### src/rtl/context_scheduler.sv
`default_nettype none
// ============================================================================
// Module  : context_scheduler
// Purpose : Preemptive round-robin scheduler for a 4-slot hardware context
//           mechanism (saved-PC table, running process, time slice).
// Revision: 1.0 - initial release
// ============================================================================
module context_scheduler #(
  parameter int QUANTUM     = 64,
  parameter int PC_W        = 13,
  parameter int SLOT_STRIDE = 512
) (
  input  logic                       Slow_Clock,
  input  logic                       Reset,
  input  logic                       Preempt_En,
  input  logic                       Stall,
  input  logic [PC_W-1:0]            Next_PC,
  input  logic                       Sw_Req,
  input  logic [1:0]                 Sw_Target,
  input  logic                       Proc_Halt,
  input  logic [3:0]                 Proc_Wake,
  output logic                       Change_Context,
  output logic [PC_W-1:0]            Context_PC,
  output logic [1:0]                 Proc_ID,
  output logic [3:0]                 Active_Mask,
  output logic                       Idle,
  output logic [$clog2(QUANTUM)-1:0] Slice_Count
);

  localparam int              c_CNT_W   = $clog2(QUANTUM);
  localparam logic [c_CNT_W-1:0] c_CNT_MAX = c_CNT_W'(QUANTUM - 1);

  typedef enum logic [0:0] {
    ST_RUN  = 1'b0,
    ST_IDLE = 1'b1
  } state_t;

  state_t               r_state, w_state_nx;
  logic [PC_W-1:0]      r_table [4];
  logic [1:0]           r_proc_id, w_pid_nx;
  logic [3:0]           r_mask, w_mask_nx;
  logic                 r_idle, w_idle_nx;
  logic [c_CNT_W-1:0]   r_cnt, w_cnt_nx;

  logic                 w_run_ok;
  logic                 w_halt_acc;
  logic [3:0]           w_halt_bit;
  logic [3:0]           w_act_n;
  logic [1:0]           w_pick;
  logic                 w_pick_found;
  logic                 w_wr_en;
  logic                 w_cc;
  logic [PC_W-1:0]      w_cpc;

  // Switch sources only count while running and not frozen by IO wait.
  assign w_run_ok   = (r_state == ST_RUN) && !Stall;
  assign w_halt_acc = w_run_ok && Proc_Halt;
  assign w_halt_bit = w_halt_acc ? (4'b0001 << r_proc_id) : 4'b0000;
  assign w_act_n    = (r_mask & ~w_halt_bit) | Proc_Wake;

  // Round-robin: nearest successor wins; the running process is the fallback.
  always_comb begin
    logic [1:0] idx;
    w_pick       = r_proc_id;
    w_pick_found = w_act_n[r_proc_id];
    idx          = r_proc_id;
    for (int k = 3; k >= 1; k--) begin
      idx = r_proc_id + 2'(k);
      if (w_act_n[idx]) begin
        w_pick       = idx;
        w_pick_found = 1'b1;
      end
    end
  end

  always_comb begin
    w_state_nx = r_state;
    w_pid_nx   = r_proc_id;
    w_mask_nx  = w_act_n;
    w_idle_nx  = r_idle;
    w_cnt_nx   = r_cnt;
    w_wr_en    = 1'b0;
    w_cc       = 1'b0;
    w_cpc      = r_table[r_proc_id];
    case (r_state)
      ST_RUN: begin
        if (w_halt_acc) begin
          w_wr_en  = 1'b1;
          w_cnt_nx = '0;
          if (w_pick_found) begin
            w_cc     = 1'b1;
            // A halting process re-woken in the same cycle resumes at Next_PC.
            w_cpc    = (w_pick == r_proc_id) ? Next_PC : r_table[w_pick];
            w_pid_nx = w_pick;
          end else begin
            w_state_nx = ST_IDLE;
            w_idle_nx  = 1'b1;
          end
        end else if (w_run_ok && Sw_Req) begin
          w_wr_en   = 1'b1;
          w_cnt_nx  = '0;
          w_cc      = 1'b1;
          w_cpc     = (Sw_Target == r_proc_id) ? Next_PC : r_table[Sw_Target];
          w_pid_nx  = Sw_Target;
          w_mask_nx = w_act_n | (4'b0001 << Sw_Target);
        end else if (w_run_ok && Preempt_En && (r_cnt == c_CNT_MAX)
                     && w_pick_found && (w_pick != r_proc_id)) begin
          w_wr_en  = 1'b1;
          w_cnt_nx = '0;
          w_cc     = 1'b1;
          w_cpc    = r_table[w_pick];
          w_pid_nx = w_pick;
        end else if (!Stall) begin
          w_cnt_nx = (r_cnt == c_CNT_MAX) ? '0 : r_cnt + 1'b1;
        end
      end
      ST_IDLE: begin
        w_cnt_nx = '0;
        if (|w_act_n) begin
          w_cc       = 1'b1;
          w_cpc      = r_table[w_pick];
          w_pid_nx   = w_pick;
          w_idle_nx  = 1'b0;
          w_state_nx = ST_RUN;
        end
      end
      default: w_state_nx = ST_RUN;
    endcase
  end

  always_ff @(posedge Slow_Clock or posedge Reset) begin
    if (Reset) begin
      r_state   <= ST_RUN;
      r_proc_id <= 2'd0;
      r_mask    <= 4'b0001;
      r_idle    <= 1'b0;
      r_cnt     <= '0;
      for (int i = 0; i < 4; i++) begin
        r_table[i] <= PC_W'(i * SLOT_STRIDE);
      end
    end else begin
      r_state   <= w_state_nx;
      r_proc_id <= w_pid_nx;
      r_mask    <= w_mask_nx;
      r_idle    <= w_idle_nx;
      r_cnt     <= w_cnt_nx;
      if (w_wr_en) begin
        r_table[r_proc_id] <= Next_PC;
      end
    end
  end

  assign Change_Context = w_cc;
  assign Context_PC     = w_cpc;
  assign Proc_ID        = r_proc_id;
  assign Active_Mask    = r_mask;
  assign Idle           = r_idle;
  assign Slice_Count    = r_cnt;

endmodule
`default_nettype wire

### config.mk
export PLATFORM = sky130hd
export DESIGN_NAME = context_scheduler
export DESIGN_NICKNAME = d
export VERILOG_FILES = /design/src/rtl/context_scheduler.sv
export SDC_FILE = /design/constraint.sdc
export NUM_CORES = 1
export LEC_CHECK = 0
export CORE_MARGIN = 4
export CORE_UTILIZATION = 40
export DETAILED_ROUTE_END_ITERATION = 8
export PLACE_DENSITY = 0.61
export SLEW_MARGIN = 20
export SYNTH_ARGS = -nofsm -noshare
export SYNTH_HDL_FRONTEND = slang
export SYNTH_SLANG_ARGS = --single-unit
### constraint.sdc
create_clock -name Slow_Clock -period 5.33 [get_ports Slow_Clock]
set_clock_uncertainty 0.15 [all_clocks]
set_input_delay 1.066 -clock Slow_Clock [delete_from_list [all_inputs] [get_ports Slow_Clock]]
set_output_delay 1.066 -clock Slow_Clock [all_outputs]
set_load 0.1 [all_outputs]
==> flow_metrics.tcl <==
set metrics [dict create \
    status "complete, no violations" \
    synth_common_cells "61 x dfrtp_1, 43 x nand3_1, 40 x mux2_1, 40 x nand2_1, 40 x nor2_1" \
    clock.fmax_ghz 0.197 \
    grt_pass1_vias 4885 \
    post-route-drc-count 0 \
    routedWlPerCell_um 21.0 \
    drt_iter0_drc 365 \
    path_buf_inv 4 \
    async_reset_ff_frac 1.00 \
    n_antenna_cell 0 \
    holdBufCountCts 0 \
    post-route-util 0.549 \
    drt-vias-per-instance 6.15 \
    crit_slowest_cell "dlygate4sd2_1" \
    worst_slack_ps 256 \
    setup_violations 0 \
    num_vias 4817 \
    clk_pin_slew_ps 60 \
    multiInputGateArea_mm2 0.00356 \
    ioPinCount 52 \
    syn_area_per_cell_um2 9.90 \
    grt_start_max_net_pins 45 \
    path_cells "dlygate4sd2_1, nand4bb_1, a21oi_2, buf_4, nand3_1, o21a_1, and2_1, buf_12, mux2i_1, a221o_1, a32oi_4, buf_12" \
    synth_edf_count 0 \
    nNetsFinal 637 \
    start_kind "input port" \
    grt_pass1_wl_um 26000 \
    setup_tns_ps 0 \
    critPathArrivalTime_ps 3860 \
    maxCapViolations 0 \
    gr-usage-met2 0.374 \
    slew_violations 0 \
    core_area_mm2 0.0127 \
    grtUsageTotal 0.226 \
    finalHoldViolations 0 \
    worst_slew_pin_slew_ps 973 \
    drt_first_pass_iters 5 \
    worstPathMaxFanout 9 \
    area_delta_synth_final_pct 33.4 \
    totalWireLength_um 16500 \
    place_hpwl_um 10700 \
    ant_nets 0 \
    final.fill_count 1125 \
    final.min_clock_period_ps 5070 \
    grt_use_met3 0.0369 \
    hold_path.class "reg2reg" \
    ys.warnings.count 0 \
    syn_nets 557 \
    post-place-ws_ps -149 \
    fin_cells 783 \
    gp_congestion 0.880 \
    path_class "in2out" \
    syn_inst 527 \
    endpoint_kind "primary output" \
    cts_root_buffer "clkbuf_16" \
    min_period_over_period 0.952 \
    rsz0062_at_grt "false" \
    dp.cells 768 \
    htree_levels 3 \
    die_w_um 122 \
    synthFlopType "dfrtp_1" \
    slew_headroom 0.349 \
    fp.dieArea_mm2 0.0149 \
    layout-drive-gt1-share 0.298 \
    yosys.area.top_type "dfrtp_1" \
    portBuffers 51 \
    synth.area.top_cells "dfrtp_1 29%, mux4_2 12%, mux2_1 8.6%, nand3_1 4.1%, a21oi_1 3.6%" \
    synth_area_mm2 0.00522 \
    cts_tree "done" \
    antenna_found_initial 0 \
    ys_ff_latch 66 \
    die_y_um 122 \
    cts_buffer_depth 2 \
    yosysMostFrequentCell "dfrtp_1" \
    seq_area_frac_synth 0.318 \
    clock-sinks 66 \
    crit_required_ps 4110 \
    start_util 0.412 \
    cpMostUsedCell "buf_12" \
    grt_busiest_layer "met2" \
    grtUsageMet1 0.296 \
    seq_area_mm2 0.00166 \
    cts_made_buffers 9 \
    clk_latency_ps 340 \
    critPathTopFamily "compound AO/OA/AOI/OAI gates" \
    max_stage_delay_ps 390 \
    ys_types 63 \
    rows 41 \
    grt_overflow 0 \
    synth_top_area_frac 0.293 \
]
registers in the layout, summed over array words and instances (netlist names):
| signal | cells |
|---|---|
| r_table | 52 |
| Slice_Count | 6 |
| Active_Mask | 4 |
| Proc_ID | 2 |
| Idle | 1 |
| r_state | 1 |
through the flow:
step / hold WS, ps / area, µm²
3_3_place_gp: 371 / 6600
5_1_grt: 412 / 6960
6_report: 389 / 6960
4_1_cts: 388 / 6940
2_1_floorplan: 348 / 5440
3_5_place_dp: 375 / 6600
worst paths after layout:
path	start	cells after the start	endpoint	slack, ps
min reg2reg	r_table[22]	1	r_table[22]	390
min in group asynchronous	Reset	2	r_table[28]	1120
min	r_table[22]	1	r_table[22]	390
max in group asynchronous	Reset	3	r_table[23]	2960
max	Proc_Halt	12	Context_PC[11]	260
max reg2reg	Proc_ID[1]	12	r_table[45]	1370
layer usage:
layer | share of wire | vias up
li1 | - | 2185
met1 | 0.42 | 2385
met2 | 0.48 | 210
met3 | 0.068 | 37
met4 | 0.023 | 0
met5 | 0 | -
cell type report:
type / count / area share
well taps: 172 / 0.0309
clock buffers: 13 / 0.0374
flip-flops and latches: 66 / 0.239
multi-input cells: 403 / 0.512
inverters: 19 / 0.0102
repair buffers: 108 / 0.162
clock inverters: 2 / 0.00863
cell usage in the layout, fill, tap and decap left out, types with 3 or more instances in the layout:
master / netlist / routed
mux2_1: 40 / 40
mux2i_1: 17 / 17
nor2_1: 40 / 39
a2111oi_1: 0 / 4
nor3_1: 5 / 5
nand3_1: 43 / 43
nand2_2: 4 / 4
a22o_1: 13 / 13
nand2_1: 40 / 40
inv_1: 18 / 17
mux2_2: 12 / 12
a21o_1: 3 / 3
mux4_2: 27 / 27
o21ai_0: 6 / 6
or2_2: 13 / 13
dfrtp_1: 61 / 59
buf_4: 5 / 53
a21oi_2: 4 / 4
a221o_1: 13 / 13
ha_1: 5 / 5
a2111oi_0: 14 / 8
dfstp_2: 5 / 5
clkbuf_16: 0 / 9
clkdlybuf4s50_1: 0 / 35
and2_1: 3 / 3
nand4_1: 4 / 4
a21oi_1: 38 / 38
buf_12: 0 / 18
a32oi_4: 0 / 11
kinds of logic (layout without fill, tap and decap cells):
logic type      after synthesis  after routing  share of synthesized area
fa+ha+maj                     5              5                     0.0120
mux                          96             96                      0.261
simple gates                174            174                      0.174
flops                        66             66                      0.318
compound gates              126            126                      0.181
buf+inv                      58            142                     0.0506
xor+xnor                      2              2                    0.00336
timing repair:
action	in CTS	in global routing
resized for setup	10	4
cloned	0	0
setup endpoints to repair	13	13
setup buffers	0	0
Power is not shown: default switching activity piles up to over one toggle a cycle in this logic, so the estimate is an artifact.
==> variant (same flow settings) <==
`PC_W`: 13 -> 26.
--- a/src/rtl/context_scheduler.sv
+++ b/src/rtl/context_scheduler.sv
@@ -7,7 +7,7 @@
 // ============================================================================
 module context_scheduler #(
   parameter int QUANTUM     = 64,
-  parameter int PC_W        = 13,
+  parameter int PC_W        = 26,
   parameter int SLOT_STRIDE = 512
 ) (
   input  logic                       Slow_Clock,
Interface: changed (resized Context_PC and Next_PC); port bits go from 52 to 78. No check against the original RTL was run, so the function may have changed too.
==> variant against the original RTL <==
  * Synthesized area increased by 61%
  * Worst setup slack got worse by 100 ps
  * Final area increased by 57%
  * Critical endpoint is now Context_PC[16]
  * Highest routed layer unchanged
  * Fmax decreased by 1.9%
  * Sequential cell count increased by 52
  * Routed wire length increased by 53%
  * Critical path depth increased by 1
Power is left out: the tool's default activity adds up to more than one toggle a clock period on the data nets, which glitch-free logic cannot reach.
==> variant: results (changes against the original RTL) <==
CTS H-tree lvls=4 (+1); Slew @ Worst Pin=977 ps (+4.01 ps); FF-to-FF End=r_table[99]; sequential fraction of the synthesis area=0.352 (+0.0344); initial DRC count=633 (+73%); Worst-Skew Late Latency=420 ps (+80 ps); Area contributors post-synth=dfrtp_1, mux2_4, mux4_2; DR pass1 iterations=5 (unchanged); CP top delay family=buffers and inverters; Hold Crit Class=flop to flop; Largest register FFs=104 (+100%); slowest stage cell, crit path=clkdlybuf4s50_1; Post-Syn Nets=711 (+28%); WL/cell=23.8 um (+13%); vias per inst=6.27 (+1.9%); TritonCTS Buffers=17 (+8); crit path max fanout=8 (-1); gr usage total=0.218 (-0.00749); status=finished, final reports clean; fillers=1716 (+53%); Post-synth ARST share=1.00 (unchanged); Post-DP HPWL=15200 um (+42%); Post-CTS Setup Repair Bufs=2 (+2); layout cells sized above 1=0.418 (+0.120); first-pass GRT wire length=40600 um (+56%); Routed WL=25300 um (+53%); Worst Reg-to-Reg Cells=15 (+3); Netlist cell types=59 (-6.3%); final hold slack=354 ps (-35.6 ps); initial antenna violation count=0 (unchanged); largest net degree at the start of global routing=49 (+8.9%); hold_sp=Slice_Count[5]; placed insts=1021 (+33%); I/O Buffers=77 (+51%); internal reg-to-reg setup slack=1240 ps (-130 ps); gpl congestion=0.903 (+2.6%); depth of the worst hold-timing path=1 (unchanged); Worst EP arrival=3960 ps (+100 ps); syn_area_per_cell=12.6 um^2 (+27%); Worst-path clk slew=60 ps (about the same); Setup WS pre-CTS=-153 ps (-3.94 ps); max incr delay on CP=510 ps (+120 ps); Hold EP=Slice_Count[5]; synth cell count leaders=dfrtp_1, mux2_4, mux4_2, nand2_1, nor2_1; Syn. warnings=0 (unchanged); clock root cell=clkbuf_16; post-CTS sizing=8 (-2); Antenna diodes=0 (unchanged); Clock Tree Buf Depth=2 (unchanged); Nets=819 (+29%); vias in the first global route=7074 (+45%); worst reg2reg startpoint=Proc_ID[1]
## variant: cell types whose count changed after synthesis, sizes merged, moves of 14 or more
cell and delta:
nor3b +24, nand3 -40, a2111o +27, mux4 +26
a2111oi -14, nor2b +26, a211oi +26, a221oi +26
a21oi -35, dfrtp +52, mux2 +58
## variant: layer usage
metal,up-vias,track usage,part of all wire,wire [um]
met3,71,0.0464,0.062,1580
met2,315,0.362,0.49,12500
li1,2842,-,-,-
met4,0,0.0823,0.029,737
met1,3408,0.282,0.41,10500
met5,-,0,0,0
## variant: how the worst max path moves through the flow
stage | from | slack, ps | cells past startpoint | end
finish | Proc_Wake[1] | 160 | 13 | Context_PC[16]
global route | Proc_ID[1] | 10 | 15 | Context_PC[16]
CTS | Stall | 80 | 13 | Context_PC[17]
detailed placement | Stall | -150 | 14 | Context_PC[8]
global placement | Stall | -140 | 14 | Context_PC[8]
floorplan | Proc_ID[1] | 160 | 13 | Context_PC[0]
## variant: kinds of logic after synthesis
group	share of synthesized area
simple gates	0.113
fa+ha+maj	0.00744
buf+inv	0.0414
mux	0.359
xor+xnor	0.00208
flops	0.352
compound gates	0.126
## variant: through the flow
| step | utilization | instance area (um^2) |
|---|---|---|
| after CTS | 0.529 | 10800 |
| after floorplan | - | 8410 |
| final | 0.534 | 10900 |
| after global placement | 0.492 | 10100 |
| after global routing | 0.534 | 10900 |
| after detailed placement | 0.492 | 10100 |
## variant: layout make-up
type / count / area (um^2) / area share
Timing Repair Buffer: 143 / 1730 / 0.159
Tap cell: 270 / 338 / 0.0310
Clock inverter: 9 / 125 / 0.0115
Clock buffer: 23 / 488 / 0.0448
Multi-Input combinational cell: 487 / 5210 / 0.478
Inverter: 9 / 43.8 / 0.00402
Sequential cell: 118 / 2960 / 0.272
